## config.mk

```make
export PLATFORM = sky130hd
export DESIGN_NAME = clk_div_gen_flat
export DESIGN_NICKNAME = d
export VERILOG_FILES = /design/src/rtl/clk_div_if.sv /design/src/rtl/clk_div_gen.sv /design/src/flat_wrapper.sv
export SDC_FILE = /design/constraint.sdc
export NUM_CORES = 1
export LEC_CHECK = 0
export BUFFER_PORTS_ARGS = -buffer_cell sky130_fd_sc_hd__buf_2
export CAP_MARGIN = 20
export CORE_ASPECT_RATIO = 1.1
export CORE_UTILIZATION = 35
export DETAILED_ROUTE_END_ITERATION = 7
export SYNTH_ARGS = -nofsm -noshare
export SYNTH_HDL_FRONTEND = slang
export SYNTH_SLANG_ARGS = --single-unit
```

## constraint.sdc

```tcl
create_clock -name clk -period 7 [get_ports clk]
set_input_delay 2.1 -clock clk [delete_from_list [all_inputs] [get_ports clk]]
set_output_delay 2.1 -clock clk [all_outputs]
set_load 0.02 [all_outputs]
```

## src/rtl/clk_div_if.sv

```systemverilog
// Bus bundle for the multi-channel clock divider.
// With CLK_DIV_TICK_EN defined, the bundle carries the per-channel tick strobe.
interface clk_div_if #(
  parameter int NCH = 4,
  parameter int CW  = 8
);
  logic [NCH-1:0]         en;
  logic [NCH-1:0]         ld;
  logic [NCH-1:0][CW-1:0] half_per;
  logic [NCH-1:0]         clk_out;
  logic [NCH-1:0]         run;
`ifdef CLK_DIV_TICK_EN
  logic [NCH-1:0]         tick;
  modport master (output en, ld, half_per, input clk_out, run, tick);
  modport slave  (input en, ld, half_per, output clk_out, run, tick);
`else
  modport master (output en, ld, half_per, input clk_out, run);
  modport slave  (input en, ld, half_per, output clk_out, run);
`endif
endinterface

```

## src/rtl/clk_div_gen.sv

```systemverilog
// Multi-channel 50%-duty clock divider with glitch-free start/stop and shadowed ratio.
// Optional CLK_DIV_TICK_EN adds a one-cycle tick at each rising edge of clk_out.
module clk_div_ch #(
  parameter int CW = 8
) (
  input  logic          clk,
  input  logic          rst,
  input  logic          en,
  input  logic          ld,
  input  logic [CW-1:0] hp,
  output logic          clk_out,
`ifdef CLK_DIV_TICK_EN
  output logic          tick,
`endif
  output logic          run
);
  localparam logic [CW-1:0] ONE = {{(CW-1){1'b0}}, 1'b1};

  typedef enum logic [1:0] {IDLE, RUN, STOP} st_t;
  st_t           st;
  logic [CW-1:0] cnt, active, pending, hp_w, nxt_pend;

  assign hp_w     = (hp == '0) ? ONE : hp;
  assign nxt_pend = ld ? hp_w : pending;

  always_ff @(posedge clk) begin
    if (rst) begin
      st      <= IDLE;
      clk_out <= 1'b0;
      run     <= 1'b0;
      cnt     <= '0;
      active  <= ONE;
      pending <= ONE;
`ifdef CLK_DIV_TICK_EN
      tick    <= 1'b0;
`endif
    end else begin
      pending <= nxt_pend;
`ifdef CLK_DIV_TICK_EN
      tick    <= 1'b0;
`endif
      case (st)
        IDLE: if (en) begin
          // same-cycle ld bypasses the shadow register
          st     <= RUN;
          run    <= 1'b1;
          active <= nxt_pend;
          cnt    <= nxt_pend - ONE;
        end
        RUN, STOP: begin
          if (st == RUN && !en && !clk_out) begin
            st  <= IDLE;
            run <= 1'b0;
            cnt <= '0;
          end else begin
            if (st == RUN && !en) st <= STOP;
            if (cnt == '0) begin
              clk_out <= ~clk_out;
              if (clk_out) begin
                // period boundary: adopt the shadowed half-period before reload
                active <= pending;
                cnt    <= pending - ONE;
                if (st == STOP || !en) begin
                  st  <= IDLE;
                  run <= 1'b0;
                  cnt <= '0;
                end
              end else begin
                cnt <= active - ONE;
`ifdef CLK_DIV_TICK_EN
                tick <= 1'b1;
`endif
              end
            end else begin
              cnt <= cnt - ONE;
            end
          end
        end
        default: st <= IDLE;
      endcase
    end
  end
endmodule

module clk_div_gen #(
  parameter int NCH = 4,
  parameter int CW  = 8
) (
  input logic      clk,
  input logic      rst,
  clk_div_if.slave bus
);
  logic [NCH-1:0] co, rn;
`ifdef CLK_DIV_TICK_EN
  logic [NCH-1:0] tk;
  assign bus.tick = tk;
`endif
  assign bus.clk_out = co;
  assign bus.run     = rn;

  for (genvar i = 0; i < NCH; i++) begin : g_ch
    clk_div_ch #(.CW(CW)) u_ch (
      .clk     (clk),
      .rst     (rst),
      .en      (bus.en[i]),
      .ld      (bus.ld[i]),
      .hp      (bus.half_per[i]),
      .clk_out (co[i]),
`ifdef CLK_DIV_TICK_EN
      .tick    (tk[i]),
`endif
      .run     (rn[i])
    );
  end
endmodule

```

## src/flat_wrapper.sv

```systemverilog
// flat-port wrapper written by rule: the top's interface ports become plain ports
module clk_div_gen_flat 
#(
  parameter int NCH = 4,
  parameter int CW  = 8
)
  (clk, rst, bus_en, bus_ld, bus_half_per, bus_clk_out, bus_run);
  clk_div_if #(.NCH(NCH), .CW(CW)) bus_i ();
  input logic clk;
  input logic rst;
  input wire logic [$bits(bus_i.en)-1:0] bus_en;
  input wire logic [$bits(bus_i.ld)-1:0] bus_ld;
  input wire logic [$bits(bus_i.half_per)-1:0] bus_half_per;
  output wire logic [$bits(bus_i.clk_out)-1:0] bus_clk_out;
  output wire logic [$bits(bus_i.run)-1:0] bus_run;
  assign bus_i.en = bus_en;
  assign bus_i.ld = bus_ld;
  assign bus_i.half_per = bus_half_per;
  assign bus_clk_out = bus_i.clk_out;
  assign bus_run = bus_i.run;
  clk_div_gen #(.NCH(NCH), .CW(CW)) u_core (.clk(clk), .rst(rst), .bus(bus_i));
endmodule
```

Word level (Yosys, flattened, before mapping)
Cells that the tools add are included.
Widths: inputs -> output; s select.
{"block": "classes", "n_addsub": 16, "mux": 104, "n_bitwise": 8, "n_eq_ne": 36, "n_reduce_logical": 56}
{"op": "$mux 8", "n": 44}
{"op": "$pmux 8 s2", "n": 8}
{"op": "$sub 8x1->8 const B", "n": 16}
{"op": "$logic_not 8->1", "n": 8}
{"op": "$mux 2", "n": 24}
{"op": "$reduce_and 5->1", "n": 8}
{"op": "$ne 3x3->1 const B", "n": 12}
{"op": "$ne 2x2->1 const B", "n": 16}
{"op": "$mux 1", "n": 20}
{"op": "$pmux 2 s2", "n": 4}
{"op": "$reduce_and 3->1", "n": 4}
{"op": "$eq 2x1->1 const B", "n": 4}
{"op": "$eq 2x2->1 const B", "n": 4}
{"op": "$logic_and 1x1->1", "n": 8}
{"op": "$logic_not 1->1", "n": 8}
{"op": "$logic_not 2->1", "n": 4}
{"op": "$not 1->1", "n": 8}
{"op": "$pmux 1 s2", "n": 4}
{"op": "$reduce_and 2->1", "n": 4}
{"op": "$reduce_bool 2->1", "n": 4}
{"op": "$reduce_or 2->1", "n": 4}
{"op": "$logic_or 1x1->1", "n": 4}
{"block": "totals", "regBits": 112, "elab_cells": 244, "in_bits": 42}

Logic depth before layout (Yosys ltp)
Gate-level depths: netlist of the first run.
{"block": "depth", "depth_word": 8, "depth_mapped": 10}

Modules after synthesis
From an unflattened synthesis of the first run, not the netlist that was laid out.
{"block": "unflattened", "cells_unflattened": 997, "hier_area_um2": 8015.2}
{"module": "clk_div_ch (u_core.g_ch[1].u_ch)", "area_per_inst_um2": 2088.3, "seq_area_each_um2": 560.5, "cells_each": 254, "n_inst": 1}
{"module": "clk_div_ch (u_core.g_ch[0].u_ch)", "area_per_inst_um2": 2063.2, "seq_area_each_um2": 560.5, "cells_each": 260, "n_inst": 1}
{"module": "clk_div_ch (u_core.g_ch[3].u_ch)", "area_per_inst_um2": 1960.6, "seq_area_each_um2": 560.5, "cells_each": 238, "n_inst": 1}
{"module": "clk_div_ch (u_core.g_ch[2].u_ch)", "area_per_inst_um2": 1903.1, "seq_area_each_um2": 560.5, "cells_each": 245, "n_inst": 1}

Worst setup path after synthesis of the first run
OpenSTA, ideal clock, no wires.
{"block": "synth_path", "path_type": "input -> register", "start": "input port bus_half_per[22]", "end": "register u_core.g_ch[2].u_ch.cnt[6]", "path_buffers": 0, "required_ps": 6914, "arrival_time_ps": 3925, "stages": 8, "slack_ps": 2989, "setup_ps": 86, "path_cell_list": "or4b_2 o21a_1 ha_1 o21ai_0 nor2_1 o311ai_0 a31oi_1 a211oi_1"}
{"block": "synth_between", "elab_chain_len": 6}
{"element": "from (decl)", "line_no": "flat_wrapper.sv:13", "rtl": "input wire logic [$bits(bus_i.half_per)-1:0] bus_half_per;"}
{"element": "$logic_not 8->1", "line_no": "clk_div_gen.sv:23", "rtl": "assign hp_w = (hp == '0) ? ONE : hp;"}
{"element": "$mux 8 (*)", "line_no": "clk_div_gen.sv:23"}
{"element": "$mux 8 (*)", "line_no": "clk_div_gen.sv:24", "rtl": "assign nxt_pend = ld ? hp_w : pending;"}
{"element": "$sub 8x1->8 (*)", "line_no": "clk_div_gen.sv:48", "rtl": "cnt <= nxt_pend - ONE;"}
{"element": "$mux 8 (*)", "line_no": "clk_div_gen.sv:43", "rtl": "IDLE: if (en) begin"}
{"element": "$pmux 8 s2 (*)", "line_no": "clk_div_gen.sv:42", "rtl": "case (st)"}
{"element": "to (signal assigned)", "line_no": "clk_div_gen.sv:48"}
{"element": "to (signal assigned)", "line_no": "clk_div_gen.sv:62", "rtl": "cnt <= pending - ONE;"}
{"element": "to (signal assigned)", "line_no": "clk_div_gen.sv:69", "rtl": "cnt <= active - ONE;"}
{"element": "to (decl)", "line_no": "clk_div_gen.sv:21", "rtl": "logic [CW-1:0] cnt, active, pending, hp_w, nxt_pend;"}
Every way passes the cells marked *; elsewhere a longest branch is shown, timed or not. The select of a mux whose other input is x is not followed.
A chain may end at the register's enable or synchronous reset.

Worst setup path after layout of the first run
{"block": "layout_path", "start": "input port bus_ld[2]", "end": "register u_core.g_ch[2].u_ch.cnt[6]"}
{"block": "layout_between", "elab_chain_len": 4}
{"element": "from (decl)", "line_no": "flat_wrapper.sv:12", "rtl": "input wire logic [$bits(bus_i.ld)-1:0] bus_ld;"}
{"element": "$mux 8", "line_no": "clk_div_gen.sv:24"}
{"element": "$sub 8x1->8", "line_no": "clk_div_gen.sv:48"}
{"element": "$mux 8", "line_no": "clk_div_gen.sv:43"}
{"element": "$pmux 8 s2", "line_no": "clk_div_gen.sv:42"}
Every way passes these cells. The select of a mux whose other input is x is not followed.

==> impl_metrics.py, run 1 <==
metrics = {
    "run_status": {
        "status": "completed",
    },
    "logic_synthesis": {
        "most_area_hungry_cell_type_in_the_yosys_netlist": "dfxtp_1",
        "synth.top_cells.by_count": "nor2_1 (128), dfxtp_1 (112), nand2_1 (72)",
        "post_synth_instance_area_sq_um": 7652,
        "yosys-top-cells-area": "dfxtp_1 (29%), mux2i_1 (7.3%), nor2_1 (6.3%), ha_1 (5.2%), xnor2_1 (5.2%)",
        "synth_area_per_cell_sq_um": 7.849,
        "netlist.area_leader.share": 0.2930,
        "synth_top_flop_cell": "dfxtp_1",
        "synth-edff-count": 0,
        "synth_most_common_cell": "nor2_1",
        "asyncSetResetFlopFracSynth": 0,
        "mappedNetlistNets": 1049,
        "synth_cell_types": 68,
        "mapped_cells": 975,
        "synth_seq_area_share": 0.2930,
        "ys_seq_elements": 112,
        "yosysWarningCount": 0,
    },
    "setup_path": {
        "worst-path-max-fanout": 14,
        "worst_setup_path_end_kind": "flip-flop",
        "startpoint_type": "input pin",
        "worst_r2r_startpoint": "u_core.g_ch[2].u_ch.st[0]",
        "cp.required_ps": 7270,
        "arrival_ps": 4330,
        "setup.reg_to_reg.worst_slack_ps": 4200,
        "crit_reg_reg_endpoint": "u_core.g_ch[2].u_ch.cnt[6]",
        "worst_setup_path_startpoint": "bus_ld[2]",
        "criticalPathCategory": "in -> reg",
        "rr_worst_depth": 8,
    },
    "timing": {
        "max_freq_mhz": 246.5,
        "worst_clock_skew_ps": 12.07,
        "setup_viol_count_final": 0,
        "slew-limit-headroom": 0.3518,
        "worst_slew_pin_slew_ps": 970.5,
        "timing.setup.tns_ps": 0,
        "final_hold_viol_count": 0,
        "final_max_slew_viol_count": 0,
        "fin_crit_ps": 4056,
        "rsz0062_at_grt": "false",
        "final.setup.worst_slack_ps": 2944,
        "post-route-period-util": 0.5795,
    },
    "layout": {
        "final_net_count": 1053,
        "fillerInstances": 2223,
        "area_growth_syn_to_layout_pct": 8.535,
        "utilization": 0.3886,
        "antenna_cells": 0,
        "post_route_cells_drive_above_1_share": 0.08435,
    },
    "route": {
        "count_of_vias_placed_by_the_detailed_router": 7007,
        "drc": 0,
        "vias_per_cell": 5.500,
        "routedWlPerCell_um": 15.76,
        "aggregate_routed_wire_length_mm": 20.08,
        "drt_pass1_iterations": 5,
        "drt_first_iter_violations": 334,
        "drtAntennaViolNets": 0,
    },
    "place": {
        "port_buffers": 49,
        "dpl_worst_slack_ps": 2616,
        "place.gp.congestion": 0.8547,
        "dpl.hpwl_mm": 14.54,
    },
    "global_route": {
        "grt_max_degree": 55,
        "global_route.overflow_total": 0,
        "grt_pass1_vias": 6513,
        "antenna_found_initial": 0,
        "grt_pass1_wl_mm": 33.00,
        "grt_use_total": 0.1838,
    },
    "hold_path": {
        "min-delay-path-class": "reg -> reg",
        "min_delay_path_depth": 2,
        "holdCritStartpoint": "u_core.g_ch[1].u_ch.run",
        "timing.hold.worst_endpoint": "u_core.g_ch[1].u_ch.run",
    },
    "clock_tree": {
        "cts_buffers": 9,
        "post_cts_setup_buffer_count": 0,
        "clk-insertion-delay-late_ps": 360,
        "max-clock-path-buffers": 2,
        "htree_levels": 3,
        "clock_sink_count": 112,
        "cts-resized-gates": 0,
        "tritoncts_clock_tree": "done",
        "cts.clk_slew.worst_paths_ps": 80,
        "postCtsHoldBufs": 0,
        "clk_root_buffer_cell": "clkbuf_16",
    },
    "floorplan": {
        "core.rowCount": 56,
        "die_width_um": 143.0,
        "floorplan.die_area_sq_um": 22460,
        "initial_utilization": 0.3581,
        "die_height_um": 157.1,
        "core_region_area_sq_um": 21370,
        "io-pin-count": 50,
    },
    "pwr": {
        "leakagePower_nw": 3.240,
        "worst_ir_drop_on_vdd_uv": 102.5,
        "power.density_nw_per_um2": 237.2,
    },
    "flow_run": {
        "drv_cap": 0,
    },
}
[routing by layer]
layer,up-vias,global-route usage,part of all wire
met5,-,0,0
met4,0,0.06298,0.019
met3,28,0.01947,0.031
met2,142,0.3122,0.49
met1,3323,0.2404,0.46
li1,3514,-,-
[final cells by class]
type | count | area (sq um) | share of cell area
multi-input cells | 759 | 4977 | 0.5993
flip-flops and latches | 112 | 2242 | 0.2700
well taps | 290 | 362.8 | 0.04369
repair buffers | 53 | 277.8 | 0.03344
clock buffers | 10 | 229.0 | 0.02757
inverters | 44 | 165.2 | 0.01989
clock inverters | 6 | 51.30 | 0.006177
[how the worst max path moves through the flow]
stage,end,depth (start not counted)
CTS,u_core.g_ch[2].u_ch.cnt[6],9
floorplan,u_core.g_ch[2].u_ch.cnt[6],8
global placement,u_core.g_ch[2].u_ch.cnt[6],9
global route,u_core.g_ch[2].u_ch.cnt[6],9
finish,u_core.g_ch[2].u_ch.cnt[6],9
detailed placement,u_core.g_ch[2].u_ch.cnt[6],9
[report_power, final]
part	leakage, nW	switching, mW	total (mW)	internal [mW]
Clock	0.139	0.259	0.508	0.248
Sequential	0.923	0.0882	0.794	0.706
Combinational	2.18	0.393	0.668	0.274
Total	3.24	0.741	1.97	1.23
[logic make-up after synthesis]
kind of cell             synth area share
AO/OA/AOI/OAI                      0.1969
multiplexers                      0.07914
flip-flops                         0.2930
adder cells (fa/ha/maj)           0.05232
AND/OR/NAND/NOR                    0.2283
XOR/XNOR                          0.09385
buffers and inverters             0.05657
[worst max-delay path, stage by stage]
cell      delay [ps]
buf_2            270
or4b_2           650
o21a_1           250
ha_1             230
o21ai_0          150
nor2_1           110
o311ai_0         280
a31oi_1           80
a211oi_1         210
[cells in the final DEF (no fill, tap or decap), drive strengths merged, types with 6 or more instances in the layout]
cell type	count
a211oi	24
a21oi	43
a311oi	6
a31oi	16
and3	8
buf	53
clkbuf	10
dfxtp	112
ha	32
inv	46
mux2i	56
nand2	72
nand2b	14
nand3	17
nand4	10
nor2	128
nor2b	13
nor3	35
nor3b	10
nor4	17
nor4b	6
o211ai	15
o21ai	57
o221ai	22
o22ai	6
or3	10
xnor2	45
xor2	37
[sequential cells by signal (all words and copies together) (netlist names)]
register,count
u_core.g_ch.u_ch.active,32
u_core.g_ch.u_ch.cnt,32
u_core.g_ch.u_ch.pending,32
u_core.g_ch.u_ch.st,8
u_core.g_ch.u_ch.clk_out,4
u_core.g_ch.u_ch.run,4
[stage by stage]
| stage | cells | total power, mW | instance area, sq um | hold slack, ps |
|---|---|---|---|---|
| global placement | 1257 | 1.465 | 8018 | 456.9 |
| CTS | 1274 | 1.986 | 8305 | 474.8 |
| finish | 1274 | 1.970 | 8305 | 474.4 |
| global route | 1274 | 2.100 | 8305 | 481.0 |
| floorplan | 975 | 1.310 | 7652 | 438.5 |
| detailed placement | 1258 | 1.469 | 8025 | 458.0 |
No activity file was read; power rests on OpenSTA's default activity.
==> inputs of run 2 (changes only) <==
==> constraint.sdc (replaced) <==
create_clock -name clk -period 3.3 [get_ports clk]
set_input_delay 0.99 -clock clk [delete_from_list [all_inputs] [get_ports clk]]
set_output_delay 0.99 -clock clk [all_outputs]
set_load 0.02 [all_outputs]
==> run 2 against run 1 <==
- sequential share of layout area shrank 0.63 points
- power grew 120%
- highest routed layer unchanged
- critical endpoint unchanged
- hold slack lost 9.7 ps
- critical path type unchanged
- largest cell class unchanged
- global-route usage grew 0.37 points
- largest power group unchanged
==> impl_metrics.py, run 2 (same netlist as run 1, synthesis figures left out) <==
metrics = {
    "clock_tree": {
        "tritoncts_clock_tree": "done",
        "htree_levels": 3,
        "postCtsHoldBufs": 0,
        "cts_buffers": 9,
        "cts.clk_slew.worst_paths_ps": 80,
        "post_cts_setup_buffer_count": 0,
        "max-clock-path-buffers": 2,
        "cts-resized-gates": 0,
        "clk-insertion-delay-late_ps": 360,
        "clock_sink_count": 112,
        "clk_root_buffer_cell": "clkbuf_16",
    },
    "floorplan": {
        "die_width_um": 143.0,
        "io-pin-count": 50,
        "core_region_area_sq_um": 21370,
        "floorplan.die_area_sq_um": 22460,
        "initial_utilization": 0.3581,
        "core.rowCount": 56,
        "die_height_um": 157.1,
    },
    "timing": {
        "rsz0062_at_grt": "false",
        "fin_crit_ps": 2790,
        "worst_slew_pin_slew_ps": 831.8,
        "slew-limit-headroom": 0.4412,
        "final.setup.worst_slack_ps": 509.5,
        "final_hold_viol_count": 0,
        "post-route-period-util": 0.8456,
        "worst_clock_skew_ps": 8.260,
        "hold-worst-slack_ps": 464.7,
        "max_freq_mhz": 358.4,
        "final_max_slew_viol_count": 0,
        "setup_viol_count_final": 0,
        "timing.setup.tns_ps": 0,
    },
    "place": {
        "dpl_worst_slack_ps": 136.6,
        "place.gp.congestion": 0.8955,
        "port_buffers": 49,
        "dpl.hpwl_mm": 14.79,
    },
    "layout": {
        "post_route_cells_drive_above_1_share": 0.1054,
        "mostFrequentLayoutCell": "nor2_1",
        "reg_top3": "u_core.g_ch.u_ch.active (32), u_core.g_ch.u_ch.cnt (32), u_core.g_ch.u_ch.pending (32)",
        "antenna_cells": 0,
        "area_growth_syn_to_layout_pct": 11.12,
        "layout_common_cells": "nor2_1 (128), dfxtp_1 (112), nand2_1 (72)",
        "fillerInstances": 2220,
        "final_net_count": 1075,
    },
    "global_route": {
        "grt_use_total": 0.1875,
        "grt_max_degree": 43,
        "global_route.overflow_total": 0,
        "grt_pass1_vias": 6636,
        "antenna_found_initial": 0,
        "grt_pass1_wl_mm": 33.59,
    },
    "route": {
        "drt_pass1_iterations": 6,
        "vias_per_cell": 5.438,
        "drt_first_iter_violations": 400,
        "routedWlPerCell_um": 15.51,
        "count_of_vias_placed_by_the_detailed_router": 7048,
        "drtAntennaViolNets": 0,
        "aggregate_routed_wire_length_mm": 20.10,
        "drc": 0,
    },
    "setup_path": {
        "worst-path-max-fanout": 4,
        "arrival_ps": 3060,
        "cp.required_ps": 3570,
        "startpoint_type": "input pin",
        "worst_setup_path_end_kind": "flip-flop",
        "criticalPathCategory": "in -> reg",
    },
    "hold_path": {
        "min-delay-path-class": "reg -> reg",
    },
    "pwr": {
        "worst_ir_drop_on_vdd_uv": 223.1,
        "power.density_nw_per_um2": 506.0,
        "leakagePower_nw": 3.361,
    },
    "run_status": {
        "status": "completed",
    },
    "flow_run": {
        "drv_cap": 0,
    },
}
[run 2: changes by cell type in the layout (fill, tap and decap cells not counted)]
| cell | before | now |
|---|---|---|
| clkbuf_1 | 1 | 0 |
| bufinv_16 | 0 | 1 |
| buf_4 | 5 | 27 |
| inv_6 | 2 | 3 |
| inv_8 | 1 | 0 |
| clkbuf_8 | 0 | 1 |
| clkinv_2 | 1 | 0 |
[run 2: per-stage QoR]
stage	instances	util	area, sq um	total power [mW]
after floorplan	975	-	7652	2.779
after global placement	1280	0.3833	8190	3.148
after detailed placement	1280	0.3833	8190	3.152
after CTS	1296	0.3979	8503	4.335
after global routing	1296	0.3979	8503	4.604
final	1296	0.3979	8503	4.303
[run 2: critical path, cell delays in order]
cell,delay (ps)
buf_2,100
or4b_2,680
o21a_1,240
ha_1,230
o21ai_0,130
nor2_1,100
o311ai_0,280
a31oi_1,80
a211oi_1,210
[run 2: per-layer routing]
layer | part of all wire | vias up | GRT usage
met5 | 0 | - | 0
met4 | 0.017 | 0 | 0.06810
met1 | 0.47 | 3309 | 0.2452
li1 | - | 3562 | -
met2 | 0.48 | 153 | 0.3164
met3 | 0.029 | 24 | 0.02069
[run 2: worst paths after layout]
check,from,endpoint,slack (ps),cells after the start
setup reg to reg,u_core.g_ch[3].u_ch.cnt[2],u_core.g_ch[3].u_ch.cnt[0],790,5
setup / recovery,bus_half_per[22],u_core.g_ch[2].u_ch.cnt[6],510,9
hold / removal,u_core.g_ch[0].u_ch.run,u_core.g_ch[0].u_ch.run,460,2
hold reg to reg,u_core.g_ch[0].u_ch.run,u_core.g_ch[0].u_ch.run,460,2
[run 2: cell type report]
type / count / area, sq um / area share
clock buffer: 10 / 239.0 / 0.02810
clock inverter: 6 / 73.82 / 0.008682
inverter: 44 / 165.2 / 0.01942
multi-input combinational: 759 / 4977 / 0.5853
sequential: 112 / 2242 / 0.2637
tap: 290 / 362.8 / 0.04267
timing repair buffer: 75 / 442.9 / 0.05209
[run 2: report_power, final]
| group | internal, mW | leakage, nW | switching [mW] |
|---|---|---|---|
| sequential | 1.50 | 0.923 | 0.183 |
| clock | 0.622 | 0.154 | 0.540 |
| combinational | 0.613 | 2.28 | 0.847 |
==> inputs of run 3 (changes only) <==
==> constraint.sdc (replaced) <==
create_clock -name clk -period 2.92 [get_ports clk]
set_input_delay 0.876 -clock clk [delete_from_list [all_inputs] [get_ports clk]]
set_output_delay 0.876 -clock clk [all_outputs]
set_load 0.02 [all_outputs]
==> run 3 against run 2 <==
- non-clock buffer count increased by 18
- clock skew down 3.6 ps
- sequential power rose by 13%
- hold slack better by 5.3 ps
- setup slack lost 220 ps
- die area did not move
- sequential share of layout area is 0.45 points lower
- clock-buffer cell count up 1
- register-to-register slack got worse by 380 ps
- clock power up 17%
- core utilization up 0.69 points
- wire length down 0.48%
- critical path type unchanged
==> impl_metrics.py, run 3 (same netlist as run 1, synthesis figures left out) <==
metrics = {
    "layout": {
        "mostFrequentLayoutCell": "nor2_1",
        "final_net_count": 1093,
        "layout_common_cells": "nor2_1 (128), dfxtp_1 (112), nand2_1 (72)",
        "final_area_sq_um": 8651,
        "reg_top3": "u_core.g_ch.u_ch.active (32), u_core.g_ch.u_ch.cnt (32), u_core.g_ch.u_ch.pending (32)",
        "post_route_cells_drive_above_1_share": 0.1201,
        "area_growth_syn_to_layout_pct": 13.05,
    },
    "place": {
        "port_buffers": 49,
        "place.gp.congestion": 0.8900,
        "dpl_worst_slack_ps": -25.57,
        "dpl.hpwl_mm": 14.72,
        "cell_area_placed_sq_um": 8325,
    },
    "route": {
        "drtAntennaViolNets": 0,
        "drt_pass1_iterations": 6,
        "drc": 0,
        "vias_per_cell": 5.403,
        "count_of_vias_placed_by_the_detailed_router": 7105,
        "drt_first_iter_violations": 360,
        "routedWlPerCell_um": 15.21,
        "aggregate_routed_wire_length_mm": 20.00,
    },
    "clock_tree": {
        "max-clock-path-buffers": 2,
        "post_cts_setup_buffer_count": 0,
        "clk_root_buffer_cell": "clkbuf_16",
        "cts.clk_slew.worst_paths_ps": 70,
        "htree_levels": 3,
        "cts_buffers": 9,
        "cts-resized-gates": 0,
        "tritoncts_clock_tree": "done",
        "postCtsHoldBufs": 0,
        "clock_sink_count": 112,
        "clk-insertion-delay-late_ps": 360,
    },
    "pwr": {
        "internal_power_mw": 3.186,
        "leakagePower_nw": 3.444,
        "switching_share": 0.3541,
        "clockPowerShare": 0.275,
        "fin_total_pwr_mw": 4.932,
        "seqPwrFrac": 0.385,
        "worst_ir_drop_on_vdd_uv": 293.3,
        "power.density_nw_per_um2": 570.1,
        "p_sw_mw": 1.746,
        "power_frac_comb": 0.340,
    },
    "timing": {
        "post-route-period-util": 0.8997,
        "setup_viol_count_final": 0,
        "final.setup.worst_slack_ps": 293.0,
        "max_freq_mhz": 380.7,
        "fin_crit_ps": 2627,
        "slew-limit-headroom": 0.5428,
        "final_max_slew_viol_count": 0,
        "final_hold_viol_count": 0,
        "worst_clock_skew_ps": 4.701,
        "rsz0062_at_grt": "false",
        "worst_slew_pin_slew_ps": 678.6,
    },
    "global_route": {
        "global_route.overflow_total": 0,
        "grt_pass1_wl_mm": 33.44,
        "grt_max_degree": 34,
        "global_route.usage.met1": 0.2385,
        "fraction_of_met3_tracks_used_by_global_routing": 0.02221,
        "global_route.peak_usage_layer": "met2",
        "grt_pass1_vias": 6813,
        "grt_use_total": 0.1856,
        "antenna_found_initial": 1,
        "global_route.usage.met2": 0.3106,
    },
    "floorplan": {
        "die_height_um": 157.1,
        "initial_utilization": 0.3581,
        "io-pin-count": 50,
        "floorplan.die_area_sq_um": 22460,
        "core.rowCount": 56,
        "die_width_um": 143.0,
        "core_region_area_sq_um": 21370,
    },
    "setup_path": {
        "critical_path.slowest_cell": "or4b_2",
        "worst_setup_path_end_kind": "flip-flop",
        "critical-path-top-delay-family": "compound AO/OA/AOI/OAI gates",
        "critical_path_buf_inv_count": 1,
        "criticalPathCategory": "in -> reg",
        "critical_path_s_largest_stage_delay_ps": 690,
        "arrival_ps": 2900,
        "worst-path-max-fanout": 2,
        "startpoint_type": "input pin",
        "critical_path.cell_chain": "buf_2, or4b_2, o21a_1, ha_1, o21ai_0, nor2_1, o311ai_0, a31oi_1, a211oi_1",
        "cp.required_ps": 3190,
    },
    "flow_run": {
        "drv_cap": 0,
    },
    "hold_path": {
        "min-delay-path-class": "reg -> reg",
    },
    "run_status": {
        "status": "completed",
    },
}
[run 3: worst reg2reg max path: stages, from the launching register on]
cell and delay (ps):
dfxtp_1 360, or4_4 580, or4b_1 550, a211o_1 520
a211oi_1 320, a211o_1 130
[run 3: final cells by class]
| class | count | area, sq um |
|---|---|---|
| sequential | 112 | 2242 |
| fill | 2207 | 12720 |
| clock buffer | 11 | 242.7 |
| antenna | 1 | 2.502 |
| clock inverter | 5 | 80.08 |
| tap | 290 | 362.8 |
| inverter | 44 | 165.2 |
| multi-input combinational | 759 | 4977 |
| timing repair buffer | 93 | 578.1 |
[run 3: metal layers]
metal,share of wire,vias to the layer above
li1,-,3587
met1,0.47,3328
met2,0.47,154
met3,0.040,36
met4,0.026,0
met5,0,-
[run 3: per-stage QoR]
stage	util	setup TNS [ps]	hold slack (ps)	std cells
6_report	0.4048	0	470.0	1315
5_1_grt	0.4048	0	499.4	1315
4_1_cts	0.4047	0	475.8	1314
3_5_place_dp	0.3896	-25.57	462.7	1298
3_3_place_gp	0.3896	0	452.7	1298
2_1_floorplan	-	0	438.5	975
[run 3: worst paths after layout]
kind	to	depth (start not counted)	slack (ps)	startpoint
max	u_core.g_ch[2].u_ch.cnt[6]	9	290	bus_half_per[22]
max reg2reg	u_core.g_ch[3].u_ch.active[0]	5	410	u_core.g_ch[3].u_ch.cnt[2]
min reg2reg	u_core.g_ch[0].u_ch.run	2	470	u_core.g_ch[0].u_ch.run
min	u_core.g_ch[0].u_ch.run	2	470	u_core.g_ch[0].u_ch.run
[run 3: power groups by stage]
stage / Sequential, mW / Clock [mW] / Combinational [mW]
2_1_floorplan: 1.86 / 0 / 1.28
3_3_place_gp: 1.93 / 0 / 1.66
3_5_place_dp: 1.93 / 0 / 1.66
4_1_cts: 1.90 / 1.40 / 1.67
5_1_grt: 1.93 / 1.46 / 1.88
6_report: 1.90 / 1.36 / 1.68
